**config.mk**
```make
export PLATFORM = sky130hd
export DESIGN_NAME = text_char_renderer
export DESIGN_NICKNAME = d
export VERILOG_FILES = /design/src/rtl/text_char_renderer.sv
export SDC_FILE = /design/constraint.sdc
export NUM_CORES = 1
export LEC_CHECK = 0
export ABC_AREA = 1
export CAP_MARGIN = 10
export CELL_PAD_IN_SITES_DETAIL_PLACEMENT = 1
export CELL_PAD_IN_SITES_GLOBAL_PLACEMENT = 2
export CORE_MARGIN = 3
export CORE_UTILIZATION = 20
export DETAILED_ROUTE_END_ITERATION = 8
export GPL_ROUTABILITY_DRIVEN = 0
export PLACE_DENSITY = 0.95
export SYNTH_ARGS = -nofsm -noshare
export SYNTH_HDL_FRONTEND = slang
export SYNTH_SLANG_ARGS = --single-unit
```
**constraint.sdc**
```tcl
create_clock -name clk -period 6.3 [get_ports clk]
set_input_delay 0.945 -clock clk [delete_from_list [all_inputs] [get_ports clk]]
set_output_delay 0.945 -clock clk [all_outputs]
set_load 0.05 [all_outputs]
```
**src/rtl/text_char_renderer.sv**
```systemverilog
// Character-cell text renderer: a 3-stage pixel pipeline that turns timing-generator coordinates into RGB.
// Define TEXT_CURSOR_EN to enable the blinking underline cursor. The default build has no cursor.
module text_char_renderer #(
   parameter int          COLS         = 80,
   parameter int          ROWS         = 30,
   parameter int          ADDR_W       = 12,
   parameter logic [23:0] FG_RGB       = 24'hFFFFFF,
   parameter logic [23:0] BG_RGB       = 24'h000000,
   parameter int          BLINK_FRAMES = 30
) (
   input  logic              clk,
   input  logic              rst_n,
   input  logic              in_de,
   input  logic              in_hs,
   input  logic              in_vs,
   input  logic [10:0]       in_x,
   input  logic [9:0]        in_y,
   output logic              txt_rd_en,
   output logic [ADDR_W-1:0] txt_addr,
   input  logic [7:0]        txt_data,
   output logic [7:0]        font_ascii,
   output logic [3:0]        font_row,
   input  logic [7:0]        font_data,
   input  logic [6:0]        cur_col,
   input  logic [4:0]        cur_row,
   output logic              out_de,
   output logic              out_hs,
   output logic              out_vs,
   output logic [23:0]       out_rgb
);

   logic        w_in_area;
   logic [31:0] w_addr_full;

   logic        r_de1;
   logic        r_hs1;
   logic        r_vs1;
   logic        r_area1;
   logic [2:0]  r_col1;
   logic [3:0]  r_row1;
   logic [7:0]  w_bmp1;

   logic        r_de2;
   logic        r_hs2;
   logic        r_vs2;
   logic        r_area2;
   logic [2:0]  r_col2;
   logic [7:0]  r_bmp2;
   logic        w_bit;
   logic [23:0] w_rgb;

   assign w_in_area   = ({21'd0, in_x} < 32'(COLS * 8)) && ({22'd0, in_y} < 32'(ROWS * 16));
   assign w_addr_full = ({26'd0, in_y[9:4]} * 32'(COLS)) + {24'd0, in_x[10:3]};

   // The read strobe and address are combinational from the inputs. They are gated by reset
   // so that they go to zero at once when reset is asserted in the middle of a line.
   assign txt_rd_en = rst_n & in_de & w_in_area;
   assign txt_addr  = rst_n ? w_addr_full[ADDR_W-1:0] : '0;

   assign font_ascii = r_area1 ? txt_data : 8'h00;
   assign font_row   = r_row1;

`ifdef TEXT_CURSOR_EN
   localparam int CNT_W = (BLINK_FRAMES > 1) ? $clog2(BLINK_FRAMES) : 1;

   logic             w_cur_cell;
   logic             r_cur1;
   logic             r_vs_prev;
   logic             r_blink_on;
   logic [CNT_W-1:0] r_frame_cnt;

   assign w_cur_cell = (in_x[10:3] == {1'b0, cur_col}) && (in_y[9:4] == {1'b0, cur_row});
   assign w_bmp1     = (r_blink_on && r_cur1 && (r_row1 >= 4'd14)) ? 8'hFF : font_data;

   always_ff @(posedge clk or negedge rst_n) begin
      if (!rst_n) begin
         r_cur1      <= 1'b0;
         r_vs_prev   <= 1'b0;
         r_blink_on  <= 1'b0;
         r_frame_cnt <= '0;
      end else begin
         r_cur1    <= w_cur_cell;
         r_vs_prev <= in_vs;
         if (in_vs && !r_vs_prev) begin
            if (r_frame_cnt == CNT_W'(BLINK_FRAMES - 1)) begin
               r_frame_cnt <= '0;
               r_blink_on  <= ~r_blink_on;
            end else begin
               r_frame_cnt <= r_frame_cnt + 1'b1;
            end
         end
      end
   end
`else
   logic w_unused_cursor;

   assign w_bmp1          = font_data;
   assign w_unused_cursor = ^{cur_col, cur_row, (BLINK_FRAMES != 0)};
`endif

   assign w_bit = r_bmp2[3'd7 - r_col2];
   assign w_rgb = (r_de2 && r_area2) ? (w_bit ? FG_RGB : BG_RGB) : 24'h000000;

   always_ff @(posedge clk or negedge rst_n) begin
      if (!rst_n) begin
         r_de1   <= 1'b0;
         r_hs1   <= 1'b0;
         r_vs1   <= 1'b0;
         r_area1 <= 1'b0;
         r_col1  <= 3'd0;
         r_row1  <= 4'd0;
         r_de2   <= 1'b0;
         r_hs2   <= 1'b0;
         r_vs2   <= 1'b0;
         r_area2 <= 1'b0;
         r_col2  <= 3'd0;
         r_bmp2  <= 8'h00;
         out_de  <= 1'b0;
         out_hs  <= 1'b0;
         out_vs  <= 1'b0;
         out_rgb <= 24'h000000;
      end else begin
         r_de1   <= in_de;
         r_hs1   <= in_hs;
         r_vs1   <= in_vs;
         r_area1 <= w_in_area;
         r_col1  <= in_x[2:0];
         r_row1  <= in_y[3:0];
         r_de2   <= r_de1;
         r_hs2   <= r_hs1;
         r_vs2   <= r_vs1;
         r_area2 <= r_area1;
         r_col2  <= r_col1;
         r_bmp2  <= w_bmp1;
         out_de  <= r_de2;
         out_hs  <= r_hs2;
         out_vs  <= r_vs2;
         out_rgb <= w_rgb;
      end
   end

endmodule

```
==> flow_summary.json <==
{
  "critPathKind": "in2out",
  "cts_buffers": 5,
  "ys_seq_area_share_pct": 47.2,
  "drv_slew": 0,
  "root_buffer": "clkbuf_8",
  "met2_usage_pct": 18.2,
  "fin_tns_setup_ps": 0,
  "arrival_ps": 4030,
  "clock_latency_ps": 270,
  "fin_cells": 350,
  "use_met1_pct": 8.93,
  "initialDrtViolationCount": 22,
  "layout_common_cells": "clkdlybuf4s50_1 (92), nand2_1 (35), inv_1 (30), dfrtp_1 (30)",
  "die-area_um2": 9060,
  "num-nets-final": 319,
  "area_growth_pct": 59.0,
  "synthesis.area_um2": 1590,
  "synth_cell_types": 19,
  "synth_cells": 176,
  "max_cap_violations": 0,
  "drc": 0,
  "cts_tree": "done",
  "antenna_cells": 0,
  "relSlewSlack_pct": 42.8,
  "hold_path.class": "reg2reg",
  "grt_max_degree": 43,
  "use_met3_pct": 1.89,
  "p_leak_nw": 1.19,
  "cts_buffer_depth": 2,
  "drt_first_pass_iters": 4,
  "drt-total-wl_um": 4190,
  "grt_pass1_wl_um": 6330,
  "postCtsSetupBuffers": 0,
  "worst_pin_slew_ps": 858,
  "top_usage_layer": "met2",
  "cts_sinks": 30,
  "final_common_cell": "clkdlybuf4s50_1",
  "drive_above_1_share_pct": 2.39,
  "min_period_ps": 4970,
  "rows": 31,
  "rsz0062_at_grt": "false",
  "gr-total-overflow": 0,
  "status": "finished clean",
  "cellPowerDensity_nw_per_um2": 208,
  "pin_count": 106,
  "avgSynthCellArea_um2": 9.04,
  "worst_setup_path_end_kind": "output pin",
  "grt_pass1_vias": 1395,
  "io_buffers": 93,
  "syn-num-nets": 244,
  "fillers": 894,
  "coreArea_um2": 7490,
  "via_count": 1349,
  "start_kind": "primary input",
  "antenna_found_initial": 0,
  "via_per_inst": 3.85,
  "cp_max_fo": 4,
  "max-vdd-ir-drop_v": 0.0000731,
  "die_h_um": 95.2,
  "finClkSkew_ps": 2.02,
  "clk_pin_slew_worst_paths_ps": 60,
  "ys_ff_latch": 30,
  "setup_viol": 0,
  "die_x_um": 95.2,
  "fin_crit_sh_pct": 79.0,
  "ant_nets": 0,
  "ctsResizeCount": 0,
  "dp_cells": 343,
  "hold_violations": 0,
  "htree_num_levels": 2,
  "max_freq_ghz": 0.201,
  "wl_per_cell_um": 12.0,
  "globalRouteTotalUtil_pct": 9.20,
  "cts_hold_buffers": 0,
  "cp.required_ps": 5350,
  "ys_warn_count": 0,
  "dp.final_hpwl_um": 3520,
  "start_util_pct": 21.3
}
-- critical path, stage by stage --
cell	delay [ps]
clkdlybuf4s50_1	510
ha_1	340
ha_1	220
inv_1	70
fa_1	440
nor2_1	160
nand3_1	80
nand3_1	120
nand3_1	110
nand2_1	80
nand2_1	40
nor2_1	110
clkdlybuf4s50_1	800
-- per-layer routing --
layer | wire, µm | part of all wire, %
met4 | 63 | 1.5
met3 | 334 | 8.0
met1 | 1490 | 36
met5 | 0 | 0
met2 | 2300 | 55
-- worst paths after layout --
| check | from | to | slack (ps) | depth (start not counted) |
|---|---|---|---|---|
| max | in_y[5] | txt_addr[11] | 1330 | 13 |
| min | r_vs1$_DFF_PN0_ | r_vs2$_DFF_PN0_ | 350 | 0 |
| max reg2reg | r_col2[0]$_DFF_PN0_ | out_rgb[22]$_DFF_PN0_ | 5210 | 7 |
| min reg2reg | r_vs1$_DFF_PN0_ | r_vs2$_DFF_PN0_ | 350 | 0 |
| max in group asynchronous | rst_n | r_bmp2[6]$_DFF_PN0_ | 4980 | 1 |
| min in group asynchronous | rst_n | font_row[2]$_DFF_PN0_ | 790 | 1 |
-- where the power goes --
group	internal (mW)	switching, mW	total [mW]	leakage, nW
sequential	0.202	0.00482	0.207	0.355
clock	0.0758	0.0622	0.138	0.0383
combinational	0.0714	0.109	0.181	0.798
total	0.349	0.176	0.526	1.19
-- flip-flops by register name, summed over array words and instances (netlist names) --
| name | count |
|---|---|
| out_de | 1 |
| font_row | 4 |
| r_col2 | 3 |
| r_vs2 | 1 |
| r_area2 | 1 |
| r_hs1 | 1 |
| out_hs | 1 |
| r_area1 | 1 |
| r_de1 | 1 |
| r_vs1 | 1 |
| r_bmp2 | 8 |
| r_hs2 | 1 |
| r_col1 | 3 |
| r_de2 | 1 |
| out_vs | 1 |
| out_rgb | 1 |
-- Yosys cell counts, drive strengths merged --
cell	count	area [µm²]
nor3	1	5.00
nand3	7	35.0
nor3b	1	7.51
nor2	12	45.0
xnor2	3	26.3
nand3b	1	7.51
nand2	35	131
buf	24	184
o21ai	8	40.0
clkbuf	1	3.75
fa	2	40.0
inv	30	113
a31oi	1	6.26
a32oi	1	8.76
dfrtp	30	751
nand4	2	12.5
a21oi	5	25.0
ha	12	150
-- stage by stage --
stage               util, %  hold slack (ps)  instance area, µm²  power (mW)  worst slack, ps
floorplan                 -              331                1590       0.321             2280
global placement       32.8              331                2450       0.389             1320
detailed placement     32.8              336                2450       0.394             1290
CTS                    33.8              348                2530       0.537             1290
global route           33.8              351                2530       0.559             1110
finish                 33.8              348                2530       0.526             1330
-- cell families (layout without fill, tap and decap cells) --
group,Yosys count,after routing,synth area share [%]
xor+xnor,3,3,1.65
simple gates,59,59,15.3
fa+ha+maj,14,14,11.9
flops,30,30,47.2
compound gates,15,15,5.03
buf+inv,55,130,18.9
-- layout make-up --
class / instances / area [µm²] / area share, %
Timing Repair Buffer: 93 / 926 / 36.6
Multi-Input combinational cell: 91 / 541 / 21.4
Tap cell: 99 / 124 / 4.90
Clock buffer: 7 / 76.3 / 3.02
Sequential cell: 30 / 751 / 29.7
Inverter: 30 / 113 / 4.45
No activity file was read; power rests on OpenSTA's default activity.
